<file path="src/rtl/ctrl_seq_if.sv">
// ctrl_seq_if: handshake and datapath-control bundle of the ctrl_seq
// sequencer. The master modport is the sequencer; the slave modport is the
// memory/datapath side (instruction/data memory, field splitter, ALU).
interface ctrl_seq_if;
  // instruction fetch port
  logic        imem_req;
  logic        imem_ack;
  logic [23:0] imem_rdata;
  // instruction register and split fields fed back from the splitter
  logic [23:0] ir;
  logic [5:0]  opc;
  logic [2:0]  funcode;
  // datapath control
  logic        alu_zero;
  logic [2:0]  alu_op;
  logic        pc_en;
  logic [1:0]  pc_sel;
  logic        reg_we;
  logic        mem_to_reg;
  // data memory port
  logic        dmem_req;
  logic        dmem_we;
  logic        dmem_ack;
  // fault reporting
  logic        trap;
  logic [1:0]  trap_cause;

  modport master (
    output imem_req, ir, alu_op, pc_en, pc_sel, reg_we, mem_to_reg,
           dmem_req, dmem_we, trap, trap_cause,
    input  imem_ack, imem_rdata, opc, funcode, alu_zero, dmem_ack
  );

  modport slave (
    input  imem_req, ir, alu_op, pc_en, pc_sel, reg_we, mem_to_reg,
           dmem_req, dmem_we, trap, trap_cause,
    output imem_ack, imem_rdata, opc, funcode, alu_zero, dmem_ack
  );
endinterface

</file>
<file path="src/rtl/ctrl_seq.sv">
// ctrl_seq: multi-cycle control sequencer for the 24-bit RISC core.
// FETCH -> DECODE -> EXEC -> [MEM] -> [WB] -> FETCH, with a sticky TRAP state
// for illegal opcodes and memory acknowledge timeouts.
// Optional feature macro: CTRL_SEQ_PERF_EN adds retired/stall_cycles counters.
module ctrl_seq #(
  parameter int unsigned MEM_TIMEOUT = 15
) (
  input  logic        clk,
  input  logic        rst_n,
  ctrl_seq_if.master  bus
`ifdef CTRL_SEQ_PERF_EN
  ,
  output logic [31:0] retired,
  output logic [31:0] stall_cycles
`endif
);

  typedef enum logic [2:0] {
    S_FETCH  = 3'd0,
    S_DECODE = 3'd1,
    S_EXEC   = 3'd2,
    S_MEM    = 3'd3,
    S_WB     = 3'd4,
    S_TRAP   = 3'd5
  } state_t;

  localparam logic [5:0] OPC_R   = 6'b000000;
  localparam logic [5:0] OPC_LW  = 6'b000100;
  localparam logic [5:0] OPC_SW  = 6'b000101;
  localparam logic [5:0] OPC_J   = 6'b001000;
  localparam logic [5:0] OPC_BEQ = 6'b001001;

  localparam logic [7:0] TMO = 8'(MEM_TIMEOUT);

  localparam logic [1:0] CAUSE_ILLEGAL = 2'd1;
  localparam logic [1:0] CAUSE_IMEM    = 2'd2;
  localparam logic [1:0] CAUSE_DMEM    = 2'd3;

  state_t      r_state;
  logic [23:0] r_ir;
  logic [7:0]  r_cnt;
  logic        r_imem_req;
  logic        r_dmem_req;
  logic        r_dmem_we;
  logic        r_pc_en;
  logic [1:0]  r_pc_sel;
  logic        r_reg_we;
  logic        r_mem_to_reg;
  logic [2:0]  r_alu_op;
  logic        r_trap;
  logic [1:0]  r_trap_cause;

  logic        w_illegal;
  logic        w_is_sw;
  logic        w_imem_hs;
  logic        w_dmem_hs;
  logic [7:0]  w_cnt_inc;
  logic        w_timeout;
  logic        w_beq_exec;
  logic        w_trap_go;
  logic [1:0]  w_trap_code;

  // opcode legality from the splitter field
  always_comb begin
    w_illegal = 1'b1;
    case (bus.opc)
      OPC_R, OPC_LW, OPC_SW, OPC_J, OPC_BEQ: w_illegal = 1'b0;
      default:                               w_illegal = 1'b1;
    endcase
  end

  assign w_is_sw    = (bus.opc == OPC_SW);
  // acks only count while the matching request is actually being held
  assign w_imem_hs  = (r_state == S_FETCH) && r_imem_req && bus.imem_ack;
  assign w_dmem_hs  = (r_state == S_MEM) && r_dmem_req && bus.dmem_ack;
  assign w_cnt_inc  = (r_cnt == 8'hFF) ? r_cnt : r_cnt + 8'd1;
  assign w_timeout  = (w_cnt_inc == TMO);
  assign w_beq_exec = (r_state == S_EXEC) && (bus.opc == OPC_BEQ);

  // fault detection; an ack in the timeout cycle takes priority
  always_comb begin
    w_trap_go   = 1'b0;
    w_trap_code = 2'd0;
    case (r_state)
      S_FETCH: begin
        if (r_imem_req && !bus.imem_ack && w_timeout) begin
          w_trap_go   = 1'b1;
          w_trap_code = CAUSE_IMEM;
        end
      end
      S_DECODE, S_EXEC: begin
        if (w_illegal) begin
          w_trap_go   = 1'b1;
          w_trap_code = CAUSE_ILLEGAL;
        end
      end
      S_MEM: begin
        if (r_dmem_req && !bus.dmem_ack && w_timeout) begin
          w_trap_go   = 1'b1;
          w_trap_code = CAUSE_DMEM;
        end
      end
      default: begin
        w_trap_go   = 1'b0;
        w_trap_code = 2'd0;
      end
    endcase
  end

  // sequencer: state, instruction register, wait counter and registered strobes
  // (each transition loads the strobe values belonging to the state being entered)
  always_ff @(posedge clk or negedge rst_n) begin
    if (!rst_n) begin
      r_state      <= S_FETCH;
      r_ir         <= '0;
      r_cnt        <= '0;
      r_imem_req   <= 1'b0;
      r_dmem_req   <= 1'b0;
      r_dmem_we    <= 1'b0;
      r_pc_en      <= 1'b0;
      r_pc_sel     <= 2'd0;
      r_reg_we     <= 1'b0;
      r_mem_to_reg <= 1'b0;
      r_alu_op     <= 3'd0;
      r_trap       <= 1'b0;
      r_trap_cause <= 2'd0;
    end else begin
      case (r_state)
        S_FETCH: begin
          if (!r_imem_req) begin
            // first cycle out of reset: raise the request
            r_imem_req <= 1'b1;
            r_cnt      <= '0;
          end else if (w_imem_hs) begin
            r_ir       <= bus.imem_rdata;
            r_imem_req <= 1'b0;
            r_cnt      <= '0;
            r_state    <= S_DECODE;
          end else begin
            r_cnt <= w_cnt_inc;
          end
        end
        S_DECODE: begin
          r_cnt   <= '0;
          r_state <= S_EXEC;
          case (bus.opc)
            OPC_R:   r_alu_op <= bus.funcode;
            OPC_BEQ: r_alu_op <= 3'b001;
            default: r_alu_op <= 3'b000;
          endcase
          r_pc_en  <= (bus.opc == OPC_J) || (bus.opc == OPC_BEQ);
          r_pc_sel <= (bus.opc == OPC_J)   ? 2'd1 :
                      (bus.opc == OPC_BEQ) ? 2'd2 : 2'd0;
        end
        S_EXEC: begin
          r_cnt    <= '0;
          r_pc_en  <= 1'b0;
          r_pc_sel <= 2'd0;
          case (bus.opc)
            OPC_R: begin
              r_state      <= S_WB;
              r_reg_we     <= 1'b1;
              r_mem_to_reg <= 1'b0;
              r_pc_en      <= 1'b1;
            end
            OPC_LW, OPC_SW: begin
              r_state    <= S_MEM;
              r_dmem_req <= 1'b1;
              r_dmem_we  <= w_is_sw;
            end
            default: begin
              r_state    <= S_FETCH;
              r_imem_req <= 1'b1;
              r_alu_op   <= 3'd0;
            end
          endcase
        end
        S_MEM: begin
          if (w_dmem_hs) begin
            r_dmem_req <= 1'b0;
            r_dmem_we  <= 1'b0;
            r_cnt      <= '0;
            if (w_is_sw) begin
              r_state    <= S_FETCH;
              r_imem_req <= 1'b1;
              r_alu_op   <= 3'd0;
            end else begin
              r_state      <= S_WB;
              r_reg_we     <= 1'b1;
              r_mem_to_reg <= 1'b1;
              r_pc_en      <= 1'b1;
            end
          end else begin
            r_cnt <= w_cnt_inc;
          end
        end
        S_WB: begin
          r_cnt        <= '0;
          r_reg_we     <= 1'b0;
          r_mem_to_reg <= 1'b0;
          r_pc_en      <= 1'b0;
          r_pc_sel     <= 2'd0;
          r_alu_op     <= 3'd0;
          r_imem_req   <= 1'b1;
          r_state      <= S_FETCH;
        end
        default: begin
          r_state <= S_TRAP;
        end
      endcase

      // trap entry overrides whatever the state case scheduled
      if (w_trap_go) begin
        r_state      <= S_TRAP;
        r_trap       <= 1'b1;
        r_trap_cause <= w_trap_code;
        r_cnt        <= '0;
        r_imem_req   <= 1'b0;
        r_dmem_req   <= 1'b0;
        r_dmem_we    <= 1'b0;
        r_pc_en      <= 1'b0;
        r_pc_sel     <= 2'd3;
        r_reg_we     <= 1'b0;
        r_mem_to_reg <= 1'b0;
        r_alu_op     <= 3'd0;
      end
    end
  end

  // Strobes are registered; the two terms that depend on a same-cycle input
  // (BEQ not taken on alu_zero, SW completion on dmem_ack) are folded in here.
  assign bus.imem_req   = r_imem_req;
  assign bus.ir         = r_ir;
  assign bus.alu_op     = r_alu_op;
  assign bus.pc_en      = r_pc_en || (w_dmem_hs && w_is_sw);
  assign bus.pc_sel     = (w_beq_exec && !bus.alu_zero) ? 2'd0 : r_pc_sel;
  assign bus.reg_we     = r_reg_we;
  assign bus.mem_to_reg = r_mem_to_reg;
  assign bus.dmem_req   = r_dmem_req;
  assign bus.dmem_we    = r_dmem_we;
  assign bus.trap       = r_trap;
  assign bus.trap_cause = r_trap_cause;

`ifdef CTRL_SEQ_PERF_EN
  logic [31:0] r_retired;
  logic [31:0] r_stall_cycles;
  logic        w_retire;
  logic        w_stall;

  assign w_retire = ((r_state == S_EXEC) && ((bus.opc == OPC_J) || (bus.opc == OPC_BEQ)))
                 || (w_dmem_hs && w_is_sw)
                 || (r_state == S_WB);
  assign w_stall  = ((r_state == S_FETCH) && r_imem_req && !bus.imem_ack)
                 || ((r_state == S_MEM) && r_dmem_req && !bus.dmem_ack);

  // retired-instruction and stall-cycle counters, both free-running and wrapping
  always_ff @(posedge clk or negedge rst_n) begin
    if (!rst_n) begin
      r_retired      <= '0;
      r_stall_cycles <= '0;
    end else begin
      if (w_retire) r_retired <= r_retired + 32'd1;
      if (w_stall)  r_stall_cycles <= r_stall_cycles + 32'd1;
    end
  end

  assign retired      = r_retired;
  assign stall_cycles = r_stall_cycles;
`else
  // performance counters not built
`endif

endmodule

</file>
<file path="src/flat_wrapper.sv">
// flat-port wrapper written by rule: the top's interface ports become plain ports
module ctrl_seq_flat 
#(
  parameter int unsigned MEM_TIMEOUT = 15
)
  (clk, rst_n, bus_imem_req, bus_ir, bus_alu_op, bus_pc_en, bus_pc_sel, bus_reg_we, bus_mem_to_reg, bus_dmem_req, bus_dmem_we, bus_trap, bus_trap_cause, bus_imem_ack, bus_imem_rdata, bus_opc, bus_funcode, bus_alu_zero, bus_dmem_ack);
  ctrl_seq_if bus_i ();
  input  logic clk;
  input  logic rst_n;
  output wire logic [$bits(bus_i.imem_req)-1:0] bus_imem_req;
  output wire logic [$bits(bus_i.ir)-1:0] bus_ir;
  output wire logic [$bits(bus_i.alu_op)-1:0] bus_alu_op;
  output wire logic [$bits(bus_i.pc_en)-1:0] bus_pc_en;
  output wire logic [$bits(bus_i.pc_sel)-1:0] bus_pc_sel;
  output wire logic [$bits(bus_i.reg_we)-1:0] bus_reg_we;
  output wire logic [$bits(bus_i.mem_to_reg)-1:0] bus_mem_to_reg;
  output wire logic [$bits(bus_i.dmem_req)-1:0] bus_dmem_req;
  output wire logic [$bits(bus_i.dmem_we)-1:0] bus_dmem_we;
  output wire logic [$bits(bus_i.trap)-1:0] bus_trap;
  output wire logic [$bits(bus_i.trap_cause)-1:0] bus_trap_cause;
  input wire logic [$bits(bus_i.imem_ack)-1:0] bus_imem_ack;
  input wire logic [$bits(bus_i.imem_rdata)-1:0] bus_imem_rdata;
  input wire logic [$bits(bus_i.opc)-1:0] bus_opc;
  input wire logic [$bits(bus_i.funcode)-1:0] bus_funcode;
  input wire logic [$bits(bus_i.alu_zero)-1:0] bus_alu_zero;
  input wire logic [$bits(bus_i.dmem_ack)-1:0] bus_dmem_ack;
  assign bus_imem_req = bus_i.imem_req;
  assign bus_ir = bus_i.ir;
  assign bus_alu_op = bus_i.alu_op;
  assign bus_pc_en = bus_i.pc_en;
  assign bus_pc_sel = bus_i.pc_sel;
  assign bus_reg_we = bus_i.reg_we;
  assign bus_mem_to_reg = bus_i.mem_to_reg;
  assign bus_dmem_req = bus_i.dmem_req;
  assign bus_dmem_we = bus_i.dmem_we;
  assign bus_trap = bus_i.trap;
  assign bus_trap_cause = bus_i.trap_cause;
  assign bus_i.imem_ack = bus_imem_ack;
  assign bus_i.imem_rdata = bus_imem_rdata;
  assign bus_i.opc = bus_opc;
  assign bus_i.funcode = bus_funcode;
  assign bus_i.alu_zero = bus_alu_zero;
  assign bus_i.dmem_ack = bus_dmem_ack;
  ctrl_seq #(.MEM_TIMEOUT(MEM_TIMEOUT)) u_core (.clk(clk), .rst_n(rst_n), .bus(bus_i));
endmodule
</file>
<file path="config.mk">
export PLATFORM = sky130hd
export DESIGN_NAME = ctrl_seq_flat
export DESIGN_NICKNAME = d
export VERILOG_FILES = /design/src/rtl/ctrl_seq_if.sv /design/src/rtl/ctrl_seq.sv /design/src/flat_wrapper.sv
export SDC_FILE = /design/constraint.sdc
export NUM_CORES = 1
export LEC_CHECK = 0
export CORE_ASPECT_RATIO = 0.6
export CORE_UTILIZATION = 67
export DETAILED_ROUTE_END_ITERATION = 16
export DONT_BUFFER_PORTS = 1
export PLACE_DENSITY = 0.83
export REMOVE_ABC_BUFFERS = 1
export SYNTH_ARGS = -nofsm -noshare
export SYNTH_HDL_FRONTEND = slang
export SYNTH_SLANG_ARGS = --single-unit
export TNS_END_PERCENT = 5
</file>
<file path="constraint.sdc">
create_clock -name clk -period 3.9 [get_ports clk]
set_input_delay 0.585 -clock clk [delete_from_list [all_inputs] [get_ports clk]]
set_output_delay 0.585 -clock clk [all_outputs]
set_load 0.02 [all_outputs]
</file>
==> metrics <==
fin. max-slew vios=0; root buffer cell=clkbuf_8; Seq/Total Area, Yosys=49.7%; period utilisation layout=72.4%; effective utilization at floorplan=approximately 73%; CTS Buf Count=5; Via-to-Cell Ratio=around 6.7; clock sink total=about 50; Slew HR=24.5%; clock slew at reported path FFs=approximately 0.08 ns; Initial DRT Pass Iterations=4; Synth top area share=just under 50%; Layout area overhead=5.68%; Yosys Warn Count=0; Final Hold Fails=0; initial antenna violation count=0; critical-path maximum fanout=22; Final min period=2.83 ns; pre-CTS setup slack=around 1.3 ns; Setup-failing EPs final=0; Synth area leader=dfrtp_1; synthesized area=2470 sq um; Largest stage delay, worst path=~0.78 ns; met1 Usage GRT=a little over two fifths; IO Pins=76; worst-path cell chain=nor2b_1 -> nand3_1 -> nor2_1 -> or2_2; GPL Wtd Cong=0.920; drt drc=0; number of synthesized flops with an enable pin=0; CTS tree=yes; Vias=around 1900; max_cap viols=0; crit start category=flop; unrepaired setup endpoints after global routing=false; vias in the first global route=1700; pwr dens=just over 800 nW/um^2; drt wl/cell=around 19 um; synth top area cells=dfrtp_1 50%, mux2_2 11%, a21oi_1 5.3%, nand2_1 3.7%, o21ai_0 2.6%; Die Span Y=49.0 um; Post-DRT Antenna Nets=0; Synth async-reset ratio=100%; Tightest Hold Check Type=in -> async; status=complete, no violations; Leak=~1.1 nW; row count=16; share of post-route cells with drive strength above 1=18.2%; Overall Global Routing Usage=between 20% and 30%; synthesized instance count=about 240; worst vdd ir=around 0.42 mV; #FFs+latches synth=49; final setup TNS=0 ns; total gr overflow=0; clock latency on the worst-skew pair=between 0.3 and 0.4 ns; cell at the slowest stage of the critical path=dfrtp_1; met3 Use GR=under 10%; drt initial violations=approximately 210; fmax=~0.35 GHz; die area=around 3900 sq um; setup bufs post-CTS=0; DRT Wirelength=between 5 and 6 mm; first-pass GRT wire length=between 8 and 9 mm; Setup WS post-layout=1.07 ns; worst-margin pin slew=between 1 and 1.5 ns; DIE WIDTH=80.3 um; Netlist cell types=53; met2 GRT Util=between 40% and 50%; Inserted Diodes=0; largest net degree at the start of global routing=50; Worst Setup End Kind=output pin; CP Data Required Time=between 3 and 4 ns; CORE AREA=between 3000 and 4000 sq um; H-tree lvl count=2; ys flop type=dfrtp_1; max FFs per register=24; Worst Clk Skew=between 0.008 and 0.009 ns; Worst EP arrival=around 2.2 ns; I/O Buffers=0; CP Class=reg -> out; Max clock buf depth=2; grt peak-use layer=met1; Syn Area/Cell=between 10 and 15 sq um; HPWL Detailed=about 4 mm; NumNets Final=approximately 270
-- metal layers --
metal,part of all wire (%),up-vias
met2,44,104
met5,0,-
met3,8.7,10
li1,-,863
met4,2.0,0
met1,45,914
-- placed cells by master (no fill, tap or decap), types with 2 or more instances in the layout --
cell type	instances
dfrtp_1	49
nor3_1	3
clkbuf_8	5
o22ai_1	3
nor2_1	9
o21ai_0	13
nand3_1	11
nand2b_1	3
and2_4	2
mux2_2	24
o211ai_1	2
a22o_1	2
a21oi_1	26
nand3b_1	2
inv_1	5
a211oi_1	2
nand2_1	24
o21ai_1	2
a32o_1	3
and3_1	4
o21a_1	2
nor4_1	2
nor2b_1	6
-- cell families after synthesis --
group                      count (synthesis)  share of synthesized area [%]
AOI/OAI and AO/OA                         66                           16.6
xor gates and xnor gates                   2                          0.710
adders and majority gates                  1                          0.507
buffers and inverters                     17                           2.99
DFF                                       49                           49.7
muxes                                     24                           11.0
and+or+nand+nor                           80                           18.5
-- metrics by stage --
step	area [sq um]	hold WS, ns	utilization (%)	power [W]	cells
2_1_floorplan	2410	0.289	-	0.00156	227
3_3_place_gp	2470	0.290	73.0	0.00170	272
3_5_place_dp	2470	0.290	73.0	0.00175	272
4_1_cts	2610	0.114	77.1	0.00213	281
5_1_grt	2610	0.115	77.1	0.00224	281
6_report	2610	0.0976	77.1	0.00213	281
-- cell type report --
cell class	instances	area [sq um]
fill	216	776
sequential	49	1230
tap	45	56.3
clock buffer	6	72.6
multi-input combinational	173	1170
clock inverter	2	38.8
inverter	5	18.8
timing repair buffer	1	27.5
-- synth_stat cells, types with 2 or more instances --
library cell / number
o21a_1: 2
a211oi_1: 2
mux2_2: 24
nor2b_1: 6
o22ai_1: 3
nand3b_1: 2
nor4_1: 2
nor2_1: 9
o21ai_1: 2
nand2_1: 24
nand2b_1: 3
buf_2: 5
dfrtp_1: 49
nand3_1: 11
o211ai_1: 2
inv_1: 5
and2_4: 2
a21oi_1: 26
a32o_1: 3
o21ai_0: 13
and3_1: 4
a22o_1: 2
nor3_1: 3
clkbuf_1: 6
-- what timing repair did --
item / CTS / global route
hold buffers: 1 / 0
gates resized for setup: 0 / 0
endpoints found under the hold margin: 49 / 0
-- critical path: cells and delay by family (launching register included) --
| kind | cells | cell delay (ns) |
|---|---|---|
| flip-flops | 1 | 0.78 |
| AND/OR/NAND/NOR | 4 | 1.15 |
-- power by group --
| group | switching [W] | internal (W) | total [W] | leakage [nW] |
|---|---|---|---|---|
| clock | 0.000172 | 0.000192 | 0.000364 | 0.0554 |
| combinational | 0.000362 | 0.000301 | 0.000663 | 0.442 |
| sequential | 0.000407 | 0.000693 | 0.00110 | 0.613 |
-- path summary, 6_finish.rpt --
kind	startpoint	to	slack, ns	cells after the start
min in group clk	bus_imem_rdata[21]	u_core.bus.ir[21]$_DFFE_PN0P_	0.42	1
max reg2reg	u_core.r_state[0]$_DFFE_PN0P_	u_core.bus.ir[17]$_DFFE_PN0P_	1.26	3
min reg2reg	u_core.r_pc_sel[0]$_DFFE_PN0P_	u_core.r_pc_sel[0]$_DFFE_PN0P_	0.53	1
max in group asynchronous	rst_n	u_core.bus.ir[16]$_DFFE_PN0P_	3.58	1
max	u_core.r_state[1]$_DFFE_PN0P_	bus_pc_en	1.07	4
min	rst_n	u_core.r_pc_en$_DFFE_PN0P_	0.1	1
Note: power is estimated with default switching activity, not from simulation.
